--- config.mk ---
export PLATFORM = sky130hd
export DESIGN_NAME = mem_arbiter_flat
export DESIGN_NICKNAME = d
export VERILOG_FILES = /design/src/rtl/mem_arbiter_pkg.sv /design/src/rtl/mem_arbiter_if.sv /design/src/rtl/mem_arb_pick.sv /design/src/rtl/mem_arbiter.sv /design/src/flat_wrapper.sv
export SDC_FILE = /design/constraint.sdc
export NUM_CORES = 1
export LEC_CHECK = 0
export BUFFER_PORTS_ARGS = -buffer_cell sky130_fd_sc_hd__buf_4
export CORE_ASPECT_RATIO = 1.1
export CORE_MARGIN = 10
export CORE_UTILIZATION = 48
export CTS_BUF_LIST = sky130_fd_sc_hd__clkbuf_4 sky130_fd_sc_hd__clkbuf_8 sky130_fd_sc_hd__clkbuf_16
export DETAILED_ROUTE_END_ITERATION = 16
export HOLD_SLACK_MARGIN = 0.05
export MAX_ROUTING_LAYER = met4
export PLACE_DENSITY = 0.86
export SLEW_MARGIN = 25
export SYNTH_ARGS = -nofsm -noshare
export SYNTH_HDL_FRONTEND = slang
export SYNTH_HIERARCHICAL = 1
export SYNTH_SLANG_ARGS = --single-unit
--- constraint.sdc ---
create_clock -name clk -period 3.1 [get_ports clk]
set_input_delay 0.155 -clock clk [delete_from_list [all_inputs] [get_ports clk]]
set_output_delay 0.155 -clock clk [all_outputs]
set_load 0.01 [all_outputs]
--- src/rtl/mem_arbiter_pkg.sv ---
// Shared state encodings, port identifiers and helpers for the data memory arbiter.
package mem_arbiter_pkg;

    localparam int N_PORTS = 3;

    typedef enum logic [1:0] {
        ST_IDLE  = 2'd0,
        ST_ISSUE = 2'd1,
        ST_WAIT  = 2'd2,
        ST_DONE  = 2'd3
    } state_t;

    localparam logic [1:0] PORT_LOADER = 2'd0;
    localparam logic [1:0] PORT_CPU    = 2'd1;
    localparam logic [1:0] PORT_DEBUG  = 2'd2;
    localparam logic [1:0] PORT_NONE   = 2'd3;

    function automatic logic [N_PORTS-1:0] port_onehot(input logic [1:0] p);
        logic [N_PORTS-1:0] oh;
        oh = '0;
        if (p != PORT_NONE) oh[p] = 1'b1;
        return oh;
    endfunction

endpackage

--- src/rtl/mem_arbiter_if.sv ---
// Memory-side bus of the arbiter: master = arbiter, slave = byte-wide data memory.
interface mem_arbiter_if #(
    parameter int AW = 32,
    parameter int DW = 8
);
    logic [AW-1:0] mem_addr;
    logic [DW-1:0] mem_data_in;
    logic [DW-1:0] mem_data_out;
    logic          mem_read_en;
    logic          mem_write_en;
    logic          mem_ready;

    modport master (
        output mem_addr, mem_data_in, mem_read_en, mem_write_en,
        input  mem_data_out, mem_ready
    );

    modport slave (
        input  mem_addr, mem_data_in, mem_read_en, mem_write_en,
        output mem_data_out, mem_ready
    );
endinterface

--- src/rtl/mem_arb_pick.sv ---
// Fixed-priority (0 > 2 > 1) selector with boot-phase and cpu-halt eligibility gating.
module mem_arb_pick
    import mem_arbiter_pkg::*;
(
    input  logic [2:0] req,
    input  logic       boot_done,
    input  logic       cpu_halted,
    output logic       vld,
    output logic [1:0] idx
);
    logic [2:0] elig;

    assign elig[PORT_LOADER] = req[PORT_LOADER] & ~boot_done;
    assign elig[PORT_CPU]    = req[PORT_CPU]    &  boot_done;
    assign elig[PORT_DEBUG]  = req[PORT_DEBUG]  &  boot_done & cpu_halted;

    always_comb begin
        vld = |elig;
        idx = PORT_NONE;
        if (elig[PORT_LOADER])     idx = PORT_LOADER;
        else if (elig[PORT_DEBUG]) idx = PORT_DEBUG;
        else if (elig[PORT_CPU])   idx = PORT_CPU;
    end
endmodule

--- src/rtl/mem_arbiter.sv ---
// Three-port arbiter sequencing one transaction at a time onto the data memory.
// Optional WAIT watchdog enabled by defining MEM_ARB_TIMEOUT_EN.
module mem_arbiter
    import mem_arbiter_pkg::*;
#(
    parameter int N_REQ       = 3,
    parameter int AW          = 32,
    parameter int DW          = 8,
    parameter int TIMEOUT_CYC = 64
) (
    input  logic               clk,
    input  logic               rst,
    input  logic               boot_done,
    input  logic               cpu_halted,
    input  logic [N_REQ-1:0]   req,
    input  logic [N_REQ-1:0]   we,
    input  logic [N_REQ*AW-1:0] addr,
    input  logic [N_REQ*DW-1:0] wdata,
    output logic [N_REQ-1:0]   done,
    output logic [DW-1:0]      rdata,
    output logic [1:0]         owner,
    output logic               err,
    mem_arbiter_if.master      mem
);
    state_t        state, state_nxt;
    logic          pick_vld;
    logic [1:0]    pick_idx;
    logic          timeout;
    logic          lat_we;
    logic [AW-1:0] lat_addr;
    logic [DW-1:0] lat_wdata;
    logic [AW-1:0] addr_q;
    logic [DW-1:0] data_q;
    logic          rd_en_q, wr_en_q;

    logic [AW-1:0] addr_a  [N_REQ];
    logic [DW-1:0] wdata_a [N_REQ];

    for (genvar g = 0; g < N_REQ; g++) begin : g_unpack
        assign addr_a[g]  = addr[g*AW +: AW];
        assign wdata_a[g] = wdata[g*DW +: DW];
    end

    mem_arb_pick u_pick (
        .req        (req),
        .boot_done  (boot_done),
        .cpu_halted (cpu_halted),
        .vld        (pick_vld),
        .idx        (pick_idx)
    );

`ifdef MEM_ARB_TIMEOUT_EN
    localparam int CNT_W = $clog2(TIMEOUT_CYC + 1);
    logic [CNT_W-1:0] wait_cnt;

    always_ff @(posedge clk or posedge rst) begin
        if (rst)                    wait_cnt <= '0;
        else if (state == ST_ISSUE) wait_cnt <= '0;
        else if (state == ST_WAIT)  wait_cnt <= wait_cnt + CNT_W'(1);
    end

    assign timeout = (state == ST_WAIT) && !mem.mem_ready &&
                     (wait_cnt == CNT_W'(TIMEOUT_CYC - 1));
`else
    assign timeout = 1'b0;
`endif

    always_ff @(posedge clk or posedge rst) begin
        if (rst) state <= ST_IDLE;
        else     state <= state_nxt;
    end

    always_comb begin
        state_nxt = state;
        case (state)
            ST_IDLE:  if (pick_vld) state_nxt = ST_ISSUE;
            ST_ISSUE: state_nxt = ST_WAIT;
            ST_WAIT:  if (mem.mem_ready || timeout) state_nxt = ST_DONE;
            ST_DONE:  state_nxt = ST_IDLE;
            default:  state_nxt = ST_IDLE;
        endcase
    end

    // Enables are registered, so they rise on WAIT entry and fall on DONE entry,
    // leaving DONE/IDLE/ISSUE as a guaranteed idle gap between transactions.
    always_ff @(posedge clk or posedge rst) begin
        if (rst) begin
            owner     <= PORT_NONE;
            err       <= 1'b0;
            rdata     <= '0;
            lat_we    <= 1'b0;
            lat_addr  <= '0;
            lat_wdata <= '0;
            addr_q    <= '0;
            data_q    <= '0;
            rd_en_q   <= 1'b0;
            wr_en_q   <= 1'b0;
        end else begin
            if (boot_done && req[PORT_LOADER]) err <= 1'b1;
            case (state)
                ST_IDLE: if (pick_vld) begin
                    owner     <= pick_idx;
                    lat_we    <= we[pick_idx];
                    lat_addr  <= addr_a[pick_idx];
                    lat_wdata <= wdata_a[pick_idx];
                end
                ST_ISSUE: begin
                    addr_q  <= lat_addr;
                    data_q  <= lat_wdata;
                    rd_en_q <= !lat_we;
                    wr_en_q <= lat_we;
                end
                ST_WAIT: if (mem.mem_ready) begin
                    if (!lat_we) rdata <= mem.mem_data_out;
                    rd_en_q <= 1'b0;
                    wr_en_q <= 1'b0;
                end else if (timeout) begin
                    rdata   <= '1;
                    err     <= 1'b1;
                    rd_en_q <= 1'b0;
                    wr_en_q <= 1'b0;
                end
                ST_DONE: owner <= PORT_NONE;
                default: ;
            endcase
        end
    end

    assign done             = (state == ST_DONE) ? port_onehot(owner) : '0;
    assign mem.mem_addr     = addr_q;
    assign mem.mem_data_in  = data_q;
    assign mem.mem_read_en  = rd_en_q;
    assign mem.mem_write_en = wr_en_q;
endmodule

--- src/flat_wrapper.sv ---
// flat-port wrapper written by rule: the top's interface ports become plain ports
module mem_arbiter_flat import mem_arbiter_pkg::*;
#(
    parameter int N_REQ       = 3,
    parameter int AW          = 32,
    parameter int DW          = 8,
    parameter int TIMEOUT_CYC = 64
)
  (clk, rst, boot_done, cpu_halted, req, we, addr, wdata, done, rdata, owner, err, mem_mem_addr, mem_mem_data_in, mem_mem_read_en, mem_mem_write_en, mem_mem_data_out, mem_mem_ready);
  mem_arbiter_if #(.AW(AW), .DW(DW)) mem_i ();
  input  logic clk;
  input  logic rst;
  input  logic boot_done;
  input  logic cpu_halted;
  input  logic [N_REQ-1:0] req;
  input  logic [N_REQ-1:0] we;
  input  logic [N_REQ*AW-1:0] addr;
  input  logic [N_REQ*DW-1:0] wdata;
  output logic [N_REQ-1:0] done;
  output logic [DW-1:0] rdata;
  output logic [1:0] owner;
  output logic err;
  output wire logic [$bits(mem_i.mem_addr)-1:0] mem_mem_addr;
  output wire logic [$bits(mem_i.mem_data_in)-1:0] mem_mem_data_in;
  output wire logic [$bits(mem_i.mem_read_en)-1:0] mem_mem_read_en;
  output wire logic [$bits(mem_i.mem_write_en)-1:0] mem_mem_write_en;
  input wire logic [$bits(mem_i.mem_data_out)-1:0] mem_mem_data_out;
  input wire logic [$bits(mem_i.mem_ready)-1:0] mem_mem_ready;
  assign mem_mem_addr = mem_i.mem_addr;
  assign mem_mem_data_in = mem_i.mem_data_in;
  assign mem_mem_read_en = mem_i.mem_read_en;
  assign mem_mem_write_en = mem_i.mem_write_en;
  assign mem_i.mem_data_out = mem_mem_data_out;
  assign mem_i.mem_ready = mem_mem_ready;
  mem_arbiter #(.N_REQ(N_REQ), .AW(AW), .DW(DW), .TIMEOUT_CYC(TIMEOUT_CYC)) u_core (.clk(clk), .rst(rst), .boot_done(boot_done), .cpu_halted(cpu_halted), .req(req), .we(we), .addr(addr), .wdata(wdata), .done(done), .rdata(rdata), .owner(owner), .err(err), .mem(mem_i));
endmodule
# ---- Word-level counts from Yosys, hierarchy flattened
# Cells that the tools add are included.
dict set report op_classes {
  n_reduce_logical 12
  eq_ne 6
  mul 0
  div_mod_pow 0
  muxes 23
  shifts 0
  n_addsub 0
  n_lt_le_gt_ge 4
  bitwise 7
}
# cell count
set op_table {}
lappend op_table {{32-bit binary-select mux with 2-bit select} 1}
lappend op_table {{32-bit 2-to-1 mux} 2}
lappend op_table {{8-bit binary-select mux with 2-bit select} 1}
lappend op_table {{8-bit 2-to-1 mux} 2}
lappend op_table {{2-bit 2-to-1 mux} 6}
lappend op_table {{2-bit one-hot mux with 4 select lines} 1}
lappend op_table {{2-bit AND reduction} 4}
lappend op_table {{2-bit by 3-bit < comparator with 1-bit output (second input constant)} 2}
lappend op_table {{3-bit 2-to-1 mux} 2}
lappend op_table {{1-bit AND} 4}
lappend op_table {{2-bit equality test (second input constant)} 2}
lappend op_table {{2-bit != test (second input constant)} 2}
lappend op_table {{1-bit one-hot mux with 2 select lines} 2}
lappend op_table {{2-bit one-hot mux with 2 select lines} 1}
lappend op_table {{2-bit nonzero test} 2}
lappend op_table {{3-bit greater-or-equal comparator (second input constant)} 1}
lappend op_table {{1-bit 2-to-1 mux} 3}
lappend op_table {{2-bit inverter with 3-bit output} 1}
lappend op_table {{3-bit AND reduction} 1}
lappend op_table {{3-bit OR reduction} 1}
lappend op_table {{1-bit binary-select mux with 2-bit select} 1}
lappend op_table {{1-bit demux with 2-bit select} 1}
lappend op_table {{2-bit by 1-bit equality test with 1-bit output (second input constant)} 1}
lappend op_table {{2-bit by 1-bit greater-or-equal comparator with 1-bit output (second input constant)} 1}
lappend op_table {{5 further kinds} 7}
dict set report word_totals {
  memories 0
  input_bits 139
  latch_bits 0
  reg_bits 96
  elab_cells 63
  output_inout_bits 56
  rom_bits 0
  mem_bits_rw 0
}

# ---- Longest topological paths before layout
dict set report depth {
  depth_word 8
  depth_mapped 7
  mapped_depth_nobuf 5
}

# ---- By module
# Netlist, hierarchy kept.
# mod n_inst area_each_um2 cells_per_inst seq_area_each_um2
set modules_own_cells {}
lappend modules_own_cells {mem_arbiter 1 4613.2 409 2404.8}
lappend modules_own_cells {mem_arb_pick 1 36.3 7 0.0}

# ---- Worst setup path after synthesis
# OpenSTA, ideal clock, no wires.
dict set report synth_timing {
  path_kind {register to register}
  start {register u_core.state[1]}
  end {register u_core.addr_q[0], in the netlist u_core/mem.mem_addr[0]}
  setup_ps 125
  path_stages_with_launch 6
  path_buffers 2
  required_ps 2975
  synth_period_minus_slack_ps 1491
  slack_ps 1609
  arrival_ps 1367
  path_cell_list {dfrtp_1 -> inv_1 -> ha_1 -> clkbuf_1 -> buf_2 -> mux2_2}
}
dict set report synth_via {
  elab_chain_cells 1
}
# item line
set synth_lines {}
lappend synth_lines {{start: declaration} mem_arbiter.sv:25} ;# state_t state, state_nxt;
lappend synth_lines {{start signal: assignment} mem_arbiter.sv:70} ;# else state <= state_nxt;
lappend synth_lines {{2-bit by 1-bit equality test with 1-bit output} mem_arbiter.sv:100} ;# case (state)
lappend synth_lines {{end signal: assignment} mem_arbiter.sv:108} ;# addr_q <= lat_addr;
lappend synth_lines {{end: declaration} mem_arbiter.sv:32} ;# logic [AW-1:0] addr_q;
# No other way between the ends.
# A chain may end at the register's enable or synchronous reset.

# ---- Final worst setup path
dict set report layout_timing {
  start {input port req[0]}
  end {register u_core.lat_addr[30]}
}
dict set report layout_via {
  elab_chain_cells 6
  word_cells_on_any_way 8
  classes_between {4 x mux; 2 x bitwise; 2 x reduce/logical}
}
# item line
set layout_lines {}
lappend layout_lines {{start: declaration} flat_wrapper.sv:15} ;# input logic [N_REQ-1:0] req;
lappend layout_lines {{1-bit AND} mem_arb_pick.sv:13} ;# assign elig[PORT_LOADER] = req[PORT_LOADER] & ~boot_done;
lappend layout_lines {{2-bit 2-to-1 mux} mem_arb_pick.sv:20} ;# if (elig[PORT_LOADER]) idx = PORT_LOADER;
lappend layout_lines {{named net u_core.pick_idx[0]} mem_arbiter.sv:27} ;# logic [1:0] pick_idx;
lappend layout_lines {{2-bit inverter with 3-bit output (not written as such)} mem_arbiter.sv:104} ;# lat_addr <= addr_a[pick_idx];
lappend layout_lines {{32-bit binary-select mux with 2-bit select} mem_arbiter.sv:104}
lappend layout_lines {{32-bit 2-to-1 mux (not written as such) (2 in a row)} mem_arbiter.sv:104}
lappend layout_lines {{end signal: assignment} mem_arbiter.sv:104}
lappend layout_lines {{end: declaration} mem_arbiter.sv:30} ;# logic [AW-1:0] lat_addr;
# The timed path passes the listed nets, and every way through them passes these cells. The select of a mux whose other input is x is not followed.

==> summary.txt <==
Cells and area
  • Layout cell share with drive strength beyond 1: 0.422
  • Most frequent cells in the layout: 203 x buf_4, 94 x dfrtp_1, 45 x mux2_2
  • Layout fillers: 673
  • Diode count: 0
  • Final net count: 784
  • Core Util, Final: 0.715
  • Area delta synth->final: 44.5%
  • Commonest non-fill, non-tap cell in the layout: buf_4

Critical path
  • Worst R2R Start: u_core/state[1]
  • Worst flop-to-flop path endpoint: u_core/lat_addr[20]
  • Crit-path max FO: 40
  • Critical path class: input port to flip-flop
  • Crit. Startpoint: req[0]
  • CP arrival: 2.51 ns
  • Worst setup SP type: input port
  • Critical Path End: u_core/lat_addr[30]
  • Critical Path RT: 3.37 ns
  • Worst reg2reg path depth: 6
  • Critical path endpoint category: flip-flop
  • R2R setup slack: 1.16 ns

Synth
  • Unique cell type count in the Yosys netlist: 29
  • Synth area leader: dfrtp_1
  • Area contributors post-synth: dfrtp_1 51%, mux2_2 11%, mux2i_1 9.3%
  • Yosys warns: 6
  • Mapped Cells: 416
  • Mean Syn Cell Area: 11.2 sq um
  • Seq/Total Area, Yosys: 0.517
  • Syn_nets: 560
  • Post-synth EDFFs: 0
  • Synth Register Bits: 96
  • Synth async-reset ratio: 1.00
  • Mapped cell area: 0.00465 sq mm
  • Synth top area share: 0.506
  • Ys flop type: dfrtp_1

STA
  • RSZ-0062 raised after global routing: no
  • Final hold violations: 0
  • Clk_skew: 0.0112 ns
  • Final Cycle Share: 0.721
  • Worst-Margin Slew: 0.916 ns
  • Max-slew headroom: 0.388
  • Final setup vio count: 0
  • Fmax: 448 MHz
  • Setup_tns: 0 ns
  • Final min period: 2.23 ns
  • Max-slew violation count: 0

Route
  • Detailed Route WL: 13.7 mm
  • 1st-pass router iterations: 6
  • # DRC: 0
  • Drt initial violations: 142
  • Via count: 3968
  • DR WL/cell: 17.9 um
  • Antenna-violating nets left: 0
  • Detail-routed via count per cell: 5.21

Clock tree
  • Inserted Clock Buffers: 9
  • H-Tree Depth: 3
  • Root buffer cell: clkbuf_8
  • CTS sink count: 96
  • TritonCTS clock tree: built
  • Reg clk slew, reported paths: 0.09 ns
  • Max Root-Sink Buffers: 2
  • Post-CTS Setup Bufs: 0
  • Clk Latency, worst-skew pair: 0.36 ns

Placed design
  • IO buf count: 194
  • Dpl hpwl: 9.94 mm
  • GP Congestion: 0.752

Global routing
  • Global-route wire length before repair: 21.4 mm
  • Vias in the first global route: 4310
  • Gr usage total: 0.196
  • Largest net degree at the start of global routing: 77
  • Grt ovf: 0
  • Initial antenna violation count: 0

Floorplanning
  • Floorplan Core Area: 0.00940 sq mm
  • IO Count: 195
  • Starting Density: 0.495
  • Die width: 114 um
  • Die H: 123 um
  • Num rows: 37
  • Die area: 0.0140 sq mm

Run status
  • Status: complete, no violations

Power and ir drop
  • Worst vdd ir: 0.329 mV
  • LEAKAGE: 0.00319 uW
  • Pwr/cell area: 811 mW/mm^2

Run
  • Max cap viols: 0

Hold path
  • Worst hold path type: input port to flip-flop
==> cells in the mapped netlist, types with 5 or more instances <==
cell type / count
buf_2: 17
or2_1: 40
nand2_1: 44
dfrtp_1: 94
mux2i_1: 43
clkbuf_1: 5
nor2_1: 42
mux2_2: 45
a31oi_1: 42
ha_1: 5
==> metal layers <==
metal	routed length (um)	global-route usage
met4	267	0.0752
met5	0	-
met3	787	0.0465
met1	5280	0.206
met2	7330	0.351
==> state kept, by name, indices dropped and copies added (netlist names), 2 cells and up <==
name and count:
u_core/lat_addr 32, u_core/lat_wdata 8, u_core/mem.mem_addr 32, u_core/mem.mem_data_in 8, u_core/owner 2, u_core/rdata 8, u_core/state 2
==> through the flow <==
step / hold slack [ns] / cells / setup slack (ns) / total power [uW] / area [sq um]
2_1_floorplan: 0.272 / 416 / 0.443 / 3640 / 4650
3_3_place_gp: 0.368 / 709 / 1.11 / 4540 / 6170
3_5_place_dp: 0.379 / 709 / 1.05 / 4690 / 6170
4_1_cts: 0.0513 / 762 / 0.934 / 5490 / 6720
5_1_grt: 0.0554 / 762 / 0.728 / 5820 / 6720
6_report: 0.0628 / 762 / 0.866 / 5450 / 6720
==> how the worst min path moves through the flow <==
| stage | from | endpoint | depth (start not counted) |
|---|---|---|---|
| 2_1_floorplan | req[0] | u_core/err | 1 |
| 3_3_place_gp | mem_mem_data_out[4] | u_core/rdata[4] | 2 |
| 3_5_place_dp | mem_mem_data_out[4] | u_core/rdata[4] | 2 |
| 4_1_cts | we[2] | u_core/lat_we | 3 |
| 5_1_grt | we[2] | u_core/lat_we | 3 |
| 6_report | addr[78] | u_core/lat_addr[14] | 3 |
==> cell type report <==
class / instances / area [sq um] / area share
Sequential cell: 96 / 2400 / 0.358
Inverter: 4 / 17.5 / 0.00261
Multi-Input combinational cell: 289 / 2080 / 0.309
Clock buffer: 15 / 175 / 0.0261
Tap cell: 117 / 146 / 0.0218
Timing Repair Buffer: 240 / 1890 / 0.282
Clock inverter: 1 / 5.00 / 0.000745
==> worst max-delay path, stage by stage <==
cell           delay, ns
dlygate4sd3_1       0.54
buf_4               0.12
nor2b_1             0.37
a31oi_4             0.18
nor2b_4             0.79
nand2_1             0.13
a31oi_1             0.20
==> cell families after synthesis <==
family	share of synthesized area
multiplexers	0.211
buffers and inverters	0.0452
AND/OR/NAND/NOR	0.140
flip-flops	0.517
AO/OA/AOI/OAI	0.0729
adder cells (fa/ha/maj)	0.0135
==> report_power, final <==
| part | total, uW | leakage (uW) | switching (uW) | internal, uW |
|---|---|---|---|---|
| logic | 2430 | 0.00198 | 1100 | 1330 |
| clock network | 762 | 0.0000988 | 403 | 359 |
| registers | 2260 | 0.00111 | 352 | 1910 |
| total | 5450 | 0.00319 | 1860 | 3590 |
==> what timing repair did <==
action,in CTS,in global routing
gates resized for setup,0,0
endpoints found under the hold margin,108,0
hold buffers,37,0
(Power assumes the default switching activity.)
